==> src/rtl/rfBlackWidowPkg.sv <==
// Shared types for the RF Black Widow issue scheduler: register-number type
// and the two-state scheduler encoding.
package rfBlackWidowPkg;

    localparam int REGW_DEF = 6;
    localparam int CNTW_DEF = 16;

    typedef logic [REGW_DEF-1:0] reg_num_t;

    typedef enum logic {
        IDLE  = 1'b0,
        ISSUE = 1'b1
    } sched_state_t;

endpackage

==> src/rtl/rfbw_dep_chk.sv <==
// Pairwise hazard check: can the younger slot join a group that already
// contains the older slot?
module rfbw_dep_chk #(
    parameter int REGW = 6
) (
    input  logic [REGW-1:0] old_rt,
    input  logic            old_rfwr,
    input  logic            old_br,
    input  logic [REGW-1:0] yng_ra,
    input  logic [REGW-1:0] yng_rb,
    input  logic [REGW-1:0] yng_rc,
    input  logic [REGW-1:0] yng_rt,
    input  logic            yng_rfwr,
    output logic            hazard
);

    logic old_writes;
    logic raw;
    logic waw;

    // Writes to r0 are discarded, so they never create a dependency.
    always_comb begin
        old_writes = old_rfwr && (old_rt != '0);
        raw        = old_writes && ((yng_ra == old_rt) || (yng_rb == old_rt) || (yng_rc == old_rt));
        waw        = old_writes && yng_rfwr && (yng_rt == old_rt);
        hazard     = raw || waw || old_br;
    end

endmodule

==> src/rtl/rfbw_issue_sched.sv <==
// Holds one 3-slot bundle and issues it as one or more hazard-free groups,
// oldest slot first, counting bundles that needed splitting.
module rfbw_issue_sched
    import rfBlackWidowPkg::*;
#(
    parameter int REGW = REGW_DEF,
    parameter int CNTW = CNTW_DEF
) (
    input  logic                 clk_i,
    input  logic                 rst_i,
    input  logic                 bnd_v_i,
    output logic                 bnd_rdy_o,
    input  logic [2:0]           slot_v_i,
    input  logic [2:0][REGW-1:0] ra_i,
    input  logic [2:0][REGW-1:0] rb_i,
    input  logic [2:0][REGW-1:0] rc_i,
    input  logic [2:0][REGW-1:0] rt_i,
    input  logic [2:0]           rfwr_i,
    input  logic [2:0]           br_i,
    output logic [2:0]           iss_v_o,
    input  logic                 iss_rdy_i,
    output logic                 iss_last_o,
    input  logic                 flush_i,
    output logic [CNTW-1:0]      split_cnt_o
);

    sched_state_t         state_q, state_d;
    logic [2:0]           pend_q, pend_d;
    logic                 first_q, first_d;
    logic [CNTW-1:0]      cnt_q, cnt_d;
    logic [2:0][REGW-1:0] ra_q, rb_q, rc_q, rt_q;
    logic [2:0]           rfwr_q, br_q;

    logic       h01, h02, h12;
    logic [2:0] grp;
    logic       accept;
    logic       capture;
    logic       unused_fields;

    // Slot 0 is never the younger side and slot 2 never the older side.
    assign unused_fields = ^{ra_q[0], rb_q[0], rc_q[0], br_q[2]};

    rfbw_dep_chk #(.REGW(REGW)) u_dep_01 (
        .old_rt(rt_q[0]), .old_rfwr(rfwr_q[0]), .old_br(br_q[0]),
        .yng_ra(ra_q[1]), .yng_rb(rb_q[1]), .yng_rc(rc_q[1]),
        .yng_rt(rt_q[1]), .yng_rfwr(rfwr_q[1]), .hazard(h01)
    );

    rfbw_dep_chk #(.REGW(REGW)) u_dep_02 (
        .old_rt(rt_q[0]), .old_rfwr(rfwr_q[0]), .old_br(br_q[0]),
        .yng_ra(ra_q[2]), .yng_rb(rb_q[2]), .yng_rc(rc_q[2]),
        .yng_rt(rt_q[2]), .yng_rfwr(rfwr_q[2]), .hazard(h02)
    );

    rfbw_dep_chk #(.REGW(REGW)) u_dep_12 (
        .old_rt(rt_q[1]), .old_rfwr(rfwr_q[1]), .old_br(br_q[1]),
        .yng_ra(ra_q[2]), .yng_rb(rb_q[2]), .yng_rc(rc_q[2]),
        .yng_rt(rt_q[2]), .yng_rfwr(rfwr_q[2]), .hazard(h12)
    );

    // Grow the group from the lowest pending slot and stop at the first
    // pending slot that conflicts with anything already in it.
    always_comb begin
        grp = 3'b000;
        if (pend_q[0]) begin
            grp[0] = 1'b1;
            if (pend_q[1]) begin
                grp[1] = !h01;
                grp[2] = pend_q[2] && !h01 && !h02 && !h12;
            end else begin
                grp[2] = pend_q[2] && !h02;
            end
        end else if (pend_q[1]) begin
            grp[1] = 1'b1;
            grp[2] = pend_q[2] && !h12;
        end else begin
            grp[2] = pend_q[2];
        end
    end

    always_comb begin
        iss_v_o     = (state_q == ISSUE) ? grp : 3'b000;
        iss_last_o  = (state_q == ISSUE) && (grp != 3'b000) && (grp == pend_q);
        accept      = (state_q == ISSUE) && (grp != 3'b000) && iss_rdy_i;
        bnd_rdy_o   = !flush_i && ((state_q == IDLE) || (accept && iss_last_o));
        capture     = bnd_v_i && bnd_rdy_o;
        split_cnt_o = cnt_q;

        pend_d  = pend_q;
        first_d = first_q;
        cnt_d   = cnt_q;

        if (accept && first_q && !iss_last_o && (cnt_q != '1)) begin
            cnt_d = cnt_q + {{(CNTW-1){1'b0}}, 1'b1};
        end
        if (accept) begin
            pend_d  = pend_q & ~grp;
            first_d = 1'b0;
        end
        if (flush_i) begin
            pend_d = 3'b000;
        end
        if (capture) begin
            pend_d  = slot_v_i;
            first_d = 1'b1;
        end
        state_d = (pend_d != 3'b000) ? ISSUE : IDLE;
    end

    always_ff @(posedge clk_i or posedge rst_i) begin
        if (rst_i) begin
            state_q <= IDLE;
            pend_q  <= 3'b000;
            first_q <= 1'b0;
            cnt_q   <= '0;
            ra_q    <= '0;
            rb_q    <= '0;
            rc_q    <= '0;
            rt_q    <= '0;
            rfwr_q  <= 3'b000;
            br_q    <= 3'b000;
        end else begin
            state_q <= state_d;
            pend_q  <= pend_d;
            first_q <= first_d;
            cnt_q   <= cnt_d;
            if (capture) begin
                ra_q   <= ra_i;
                rb_q   <= rb_i;
                rc_q   <= rc_i;
                rt_q   <= rt_i;
                rfwr_q <= rfwr_i;
                br_q   <= br_i;
            end
        end
    end

endmodule

==> config.mk <==
export PLATFORM = sky130hd
export DESIGN_NAME = rfbw_issue_sched
export DESIGN_NICKNAME = d
export VERILOG_FILES = /design/src/rtl/rfBlackWidowPkg.sv /design/src/rtl/rfbw_dep_chk.sv /design/src/rtl/rfbw_issue_sched.sv
export SDC_FILE = /design/constraint.sdc
export NUM_CORES = 1
export LEC_CHECK = 0
export CORE_MARGIN = 1
export CORE_UTILIZATION = 49
export CTS_CLUSTER_SIZE = 12
export DETAILED_ROUTE_END_ITERATION = 7
export GPL_TIMING_DRIVEN = 1
export PLACE_DENSITY_LB_ADDON = 0.05
export SYNTH_ARGS = -nofsm -noshare
export SYNTH_HDL_FRONTEND = slang
export SYNTH_SLANG_ARGS = --single-unit
==> constraint.sdc <==
create_clock -name clk_i -period 3.75 [get_ports clk_i]
set_clock_uncertainty 0.05 [all_clocks]
set_input_delay 0.5625 -clock clk_i [delete_from_list [all_inputs] [get_ports clk_i]]
set_output_delay 0.5625 -clock clk_i [all_outputs]
set_load 0.05 [all_outputs]
## Word level (Yosys, flattened, before mapping)

Index checks and enable logic that the tools add are counted.

- Latch bits: 0
- Word-level logic and storage cells: 94
- Memories: 0
- Bits in registers: 80
- Bits in writable memories: 0
- Bits of input ports: 86
- Bits in read-only memories: 0

- Eq/ne operators: 14
- Shift operators: 0
- Add/sub/neg operators: 1
- Multiply operators: 0
- $lt $le $gt $ge: 0
- Muxes and demuxes: 13
- Reduce and logical (&&, ||, !) cells: 48
- Div/mod/pow operators: 0
- Bitwise logic cells: 3

Operators with widths:

| cell | count |
|---|---|
| 6-bit == test | 12 |
| 1-bit logical AND | 25 |
| 16-bit by 1-bit adder with 16-bit output (second input constant) | 1 |
| 16-bit inequality test (second input constant) | 1 |
| 1-bit logical OR | 13 |
| 3-bit 2-to-1 mux | 4 |
| 6-bit nonzero test | 2 |
| 1-bit 2-to-1 mux | 8 |
| 3-bit nonzero test | 2 |
| 1-bit zero test | 5 |
| 3-bit AND | 1 |
| 3-bit == test | 1 |
| 3-bit NOT | 1 |
| 2-bit 2-to-1 mux | 1 |
| 2-bit nonzero test | 1 |
| 1-bit NOT | 1 |

## Longest topological paths before layout

- Depth after elaboration: 22
- Gate-level depth with buffers: 13
- Depth with buffers taken out: 12

## Modules after synthesis

A second synthesis with hierarchy kept.

- Cells, all modules: 368
- Area total of the unflattened synthesis: 4718.3 µm²

By module, submodules not included:

| module | area each (µm²) | seq. area each (µm²) | times used | cells an instance |
|---|---|---|---|---|
| rfbw_issue_sched | 3708.6 | 2001.9 | 1 | 242 |
| rfbw_dep_chk | 336.6 | 0.0 | 3 | 42 |

## Worst setup path after synthesis

OpenSTA, ideal clock, no wires.

- Path kind: register -> register
- From: register rt_q[5] (netlist name)
- To: register state_q
- Stages on the path, launching flop included: 13
- Library setup time: 0.131 ns
- Buffers on the path: 1
- Period minus slack after synthesis: 3.856 ns
- Data arrival time: 3.675 ns
- Setup slack: -0.106 ns
- Cell sequence: dfrtp_1 buf_2 or4_1 o31a_1 o31a_1 o21ai_0 nand3_1 ha_1 a41oi_1 nor2_1 nand2_2 mux2_4 or3_1

- Word-level cells in the longest chain between the ends: 22
- Elaborated cells on any way between the ends: 49
- Those cells by class: eq/ne: 9; mux: 7; bitwise: 2; reduce/logical: 31

Ends and longest elaborated chain:

| item | line | RTL |
|---|---|---|
| from (decl) | rfbw_issue_sched.sv:31 | `logic [2:0][REGW-1:0] ra_q, rb_q, rc_q, rt_q;` |
| from (signal assigned) | rfbw_issue_sched.sv:131 | `rt_q <= rt_i;` |
| 6-bit == test or 6-bit nonzero test (tied branches) | rfbw_dep_chk.sv:24, rfbw_dep_chk.sv:23 |  |
| 1-bit logical OR or 1-bit logical AND (tied branches) | rfbw_dep_chk.sv:24, rfbw_dep_chk.sv:23 |  |
| 1-bit logical OR or 1-bit logical AND (tied branches) | rfbw_dep_chk.sv:24, rfbw_dep_chk.sv:25 |  |
| 1-bit logical AND, on equally long branches | rfbw_dep_chk.sv:24, rfbw_dep_chk.sv:25 |  |
| 1-bit logical OR (2 in series) | rfbw_dep_chk.sv:26 | `hazard = raw \|\| waw \|\| old_br;` |
| 1-bit zero test | rfbw_issue_sched.sv:68, rfbw_issue_sched.sv:69 |  |
| 1-bit logical AND (3 in series) | rfbw_issue_sched.sv:69 | `grp[2] = pend_q[2] && !h01 && !h02 && !h12;` |
| 1-bit 2-to-1 mux | rfbw_issue_sched.sv:67 | `if (pend_q[1]) begin` |
| (+6 left out) | n/a |  |
| 1-bit logical AND * | rfbw_issue_sched.sv:85 | `bnd_rdy_o = !flush_i && ((state_q == IDLE) \|\| (accept && iss_last_o));` |
| named net bnd_rdy_o | rfbw_issue_sched.sv:12 | `output logic bnd_rdy_o,` |
| 1-bit logical AND * | rfbw_issue_sched.sv:86 | `capture = bnd_v_i && bnd_rdy_o;` |
| 3-bit 2-to-1 mux * | rfbw_issue_sched.sv:103 | `if (capture) begin` |
| named net pend_d[1] | rfbw_issue_sched.sv:28 | `logic [2:0] pend_q, pend_d;` |
| 3-bit nonzero test * | rfbw_issue_sched.sv:107 | `state_d = (pend_d != 3'b000) ? ISSUE : IDLE;` |
| 1-bit 2-to-1 mux * | rfbw_issue_sched.sv:107 |  |
| named net state_d | rfbw_issue_sched.sv:27 | `sched_state_t state_q, state_d;` |
| to (signal assigned) | rfbw_issue_sched.sv:123 | `state_q <= state_d;` |
| to (decl) | rfbw_issue_sched.sv:27 |  |

Mark *: on every way through the listed nets, which the timed path passes. The rest lies on a longest branch.
A chain may end at the register's enable or synchronous reset.

## Final worst setup path

- From: register rt_q[3] (netlist name)
- To: output iss_v_o[1]

- Word-level cells in the longest chain between the ends: 10
- Elaborated cells on any way between the ends: 17
- Those cells by class: eq/ne: 4; mux: 3; reduce/logical: 10

Ends and longest elaborated chain:

| item | line | RTL |
|---|---|---|
| 6-bit == test or 6-bit nonzero test (tied branches) | rfbw_dep_chk.sv:24, rfbw_dep_chk.sv:23 |  |
| 1-bit logical OR or 1-bit logical AND (tied branches) | rfbw_dep_chk.sv:24, rfbw_dep_chk.sv:23 |  |
| 1-bit logical OR or 1-bit logical AND (tied branches) | rfbw_dep_chk.sv:24, rfbw_dep_chk.sv:25 |  |
| 1-bit logical AND, on equally long branches | rfbw_dep_chk.sv:24, rfbw_dep_chk.sv:25 |  |
| 1-bit logical OR * (2 in series) | rfbw_dep_chk.sv:26 |  |
| 1-bit zero test * | rfbw_issue_sched.sv:68 | `grp[1] = !h01;` |
| 1-bit 2-to-1 mux * | rfbw_issue_sched.sv:67 |  |
| 2-bit 2-to-1 mux * | rfbw_issue_sched.sv:65 | `if (pend_q[0]) begin` |
| 3-bit 2-to-1 mux * | rfbw_issue_sched.sv:82 | `iss_v_o = (state_q == ISSUE) ? grp : 3'b000;` |
| to (decl) | rfbw_issue_sched.sv:20 | `output logic [2:0] iss_v_o,` |

Mark *: on every way between the ends. The rest lies on a longest branch, timed or not.

==> reports/metrics.csv <==
metric,value,unit
layout cells sized above 1,21.28,%
top sig layer,met4,
leakage dissipation,2.165,nW
post-CTS resize count,0,
f_max,279.4,MHz
largest net degree at the start of global routing,61,
Initial Util,50.51,%
Die Height,93.80,um
WL/cell,15.93,um
Synth Net Count,434,
remaining global-route overflow,0,
Power Total,3.398,mW
cell count after synthesis,345,
status,finished with violations,
DR WL met3,375,um
clock sink total,80,
worst-margin pin slew,0.7333,ns
CP Max Fanout,6,
Die ar.,0.008798,sq mm
antenna violations before repair,0,
launch point of the worst path,rt_q[3],
ys async rst share,100.0,%
Buffers on Ports,87,
clock tree buffer depth,2,
GP Congestion,0.7820,
antenna cells,0,
"flops & latches, synth",80,
final setup vio count,0,
PD cells,635.8,mW/mm^2
Mapped Avg Cell Area,11.97,sq um
CP endpoint kind,output pin,
initial DRC count,64,
hold_sp,split_cnt_o[15],
first-pass GRT wire length,14370,um
drt first pass iters,6,
setup_tns,0,ns
violations in the final reports,design-rule violations,
RSZ-0062 raised after global routing,false,
fin nets,521,
Fillers,665,
CP Launch Type,register,
synth warn,0,
Netlist cell types,32,
crit path DAT,2.97,ns
Tot GR Track Use,21.28,%
Routed Antenna Nets,0,
clk_lat worst skew,0.35,ns
post-route minimum period,3.580,ns
Max Cap Viol,0,
routed wire length,8636,um
Peak VDD IR,0.0003385,V
FP Rows,33,
vias in the first global route,2875,
buffer count from post-CTS setup fixing,0,
WL met1,4080,um
DRC viols,2,
routed vias,2836,
critical path class,register to output pin,
CTS buffer count,9,
Reg-to-Reg Start,rt_q[3],
"EDFF count, synth",0,
"Top FF cell, synth",dfrtp_1,
Die X-Extent,93.80,um
hold buffers post-CTS,0,
H-tree depth,3,
"Slew Viols, Final",0,
I/O pins,107,
"CTS clk-pin slew, worst paths",0.08,ns
hpwl dp,6270,um
routed length on met2,4078,um
CP required,3.14,ns
Synth Cell Area,0.004129,sq mm
Final period util,95.46,%
area added between synthesis and finish,29.42,%
sequential area share after synthesis,48.48,%
DR vias/cell,5.232,
worst rel slew slack,51.11,%
Root Driver,clkbuf_8,
core area,0.008175,sq mm
Hold Crit Class,register to register,
CTS tree,done,
Fin. Hold Viols,0,
-- cell type report --
class	instances	area (sq um)	share of cell area [%]
clock inverter	5	63.81	1.194
clock buffer	11	141.4	2.646
tap	105	131.4	2.458
multi-input combinational	242	2026	37.91
timing repair buffer	95	963.4	18.03
inverter	4	16.27	0.3044
sequential	80	2002	37.46
-- state kept, by name (all words and copies together) (netlist names), 2 cells and up --
name / cells
br_q: 2
pend_q: 3
ra_q: 12
rb_q: 12
rc_q: 12
rfwr_q: 3
rt_q: 18
split_cnt_o: 16
-- metrics by stage --
step / cell area (sq um) / utilization, % / setup WS [ns] / hold slack (ns) / instances
after global placement: 5139 / 62.86 / 0.4120 / 0.4255 / 526
after floorplan: 4136 / - / 0.1649 / 0.4293 / 345
after global routing: 5344 / 65.37 / 0.02554 / 0.4690 / 542
final: 5344 / 65.37 / 0.1704 / 0.4392 / 542
after CTS: 5344 / 65.37 / 0.1457 / 0.4430 / 542
after detailed placement: 5139 / 62.86 / 0.3607 / 0.4270 / 526
-- synthesized netlist by cell type, types with 2 or more instances --
library cell / n / area share [%]
nand3_1: 8 / 0.97
xor2_1: 26 / 5.5
nor4_1: 4 / 0.61
xnor2_1: 60 / 13
nor3_1: 10 / 1.2
or3_1: 2 / 0.30
a41oi_1: 2 / 0.42
clkbuf_1: 6 / 0.55
buf_2: 12 / 1.5
mux2_2: 62 / 17
or4_1: 2 / 0.36
nor3b_1: 2 / 0.36
and3_1: 4 / 0.61
dfrtp_1: 80 / 48
mux2i_1: 2 / 0.48
o22ai_1: 2 / 0.30
nor2_1: 9 / 0.82
o31a_1: 3 / 0.64
ha_1: 3 / 0.91
nand4_1: 14 / 2.1
o21ai_0: 3 / 0.36
inv_1: 4 / 0.36
and4_1: 2 / 0.42
nand2_1: 15 / 1.4
-- power breakdown --
| part | internal, mW | switching [mW] | leakage, nW | total, mW |
|---|---|---|---|---|
| registers | 1.13 | 0.364 | 0.975 | 1.50 |
| clock network | 0.331 | 0.314 | 0.100 | 0.645 |
| logic | 0.744 | 0.511 | 1.09 | 1.25 |
| total | 2.21 | 1.19 | 2.17 | 3.40 |
-- cell families after synthesis --
family / synth area share, %
compound gates: 2.334
xor+xnor: 18.24
fa+ha+maj: 0.9092
buf+inv: 2.636
flops: 48.48
mux: 17.76
simple gates: 9.636
-- layer usage --
metal	up-vias	track usage, %
met5	-	0
met2	60	34.49
met3	11	5.178
met4	0	5.769
met1	1390	28.42
li1	1375	-
-- worst paths after layout --
| kind | end | slack [ns] | depth (start not counted) |
|---|---|---|---|
| worst max-delay path | iss_v_o[1] | 0.17 | 6 |
| worst min-delay path | split_cnt_o[15] | 0.44 | 1 |
| worst max register to register | ra_q[9] | 0.36 | 11 |
| max in group asynchronous | rb_q[17] | 2.34 | 3 |
| min in group asynchronous | split_cnt_o[4] | 0.57 | 2 |
| worst min register to register | split_cnt_o[15] | 0.44 | 1 |
-- worst max-delay path, stage by stage (launching register included) --
cell	delay, ns
dfrtp_1	0.50
or4_1	0.46
o31a_1	0.29
o31a_1	0.14
o21ai_0	0.22
and3_2	0.22
clkdlybuf4s50_1	0.79
-- placed cells by master, fill, tap and decap left out, types with 2 or more instances in the layout --
cell / synthesis / final
buf_4: 0 / 7
nor4_1: 4 / 4
nor3_1: 10 / 10
o31a_1: 3 / 3
nand4_1: 14 / 14
nor2_1: 9 / 8
o22ai_1: 2 / 2
or4_1: 2 / 2
a41oi_1: 2 / 2
and3_1: 4 / 4
mux2i_1: 2 / 2
nand3_1: 8 / 8
mux2_2: 62 / 62
o21ai_0: 3 / 3
xnor2_1: 60 / 60
nand2_1: 15 / 15
ha_1: 3 / 3
or3_1: 2 / 2
xor2_1: 26 / 26
dfrtp_1: 80 / 80
buf_12: 0 / 3
clkbuf_8: 0 / 10
clkinv_4: 0 / 2
clkdlybuf4s50_1: 0 / 85
and4_1: 2 / 2
inv_1: 4 / 3
Note: power is estimated with default switching activity, not from simulation.
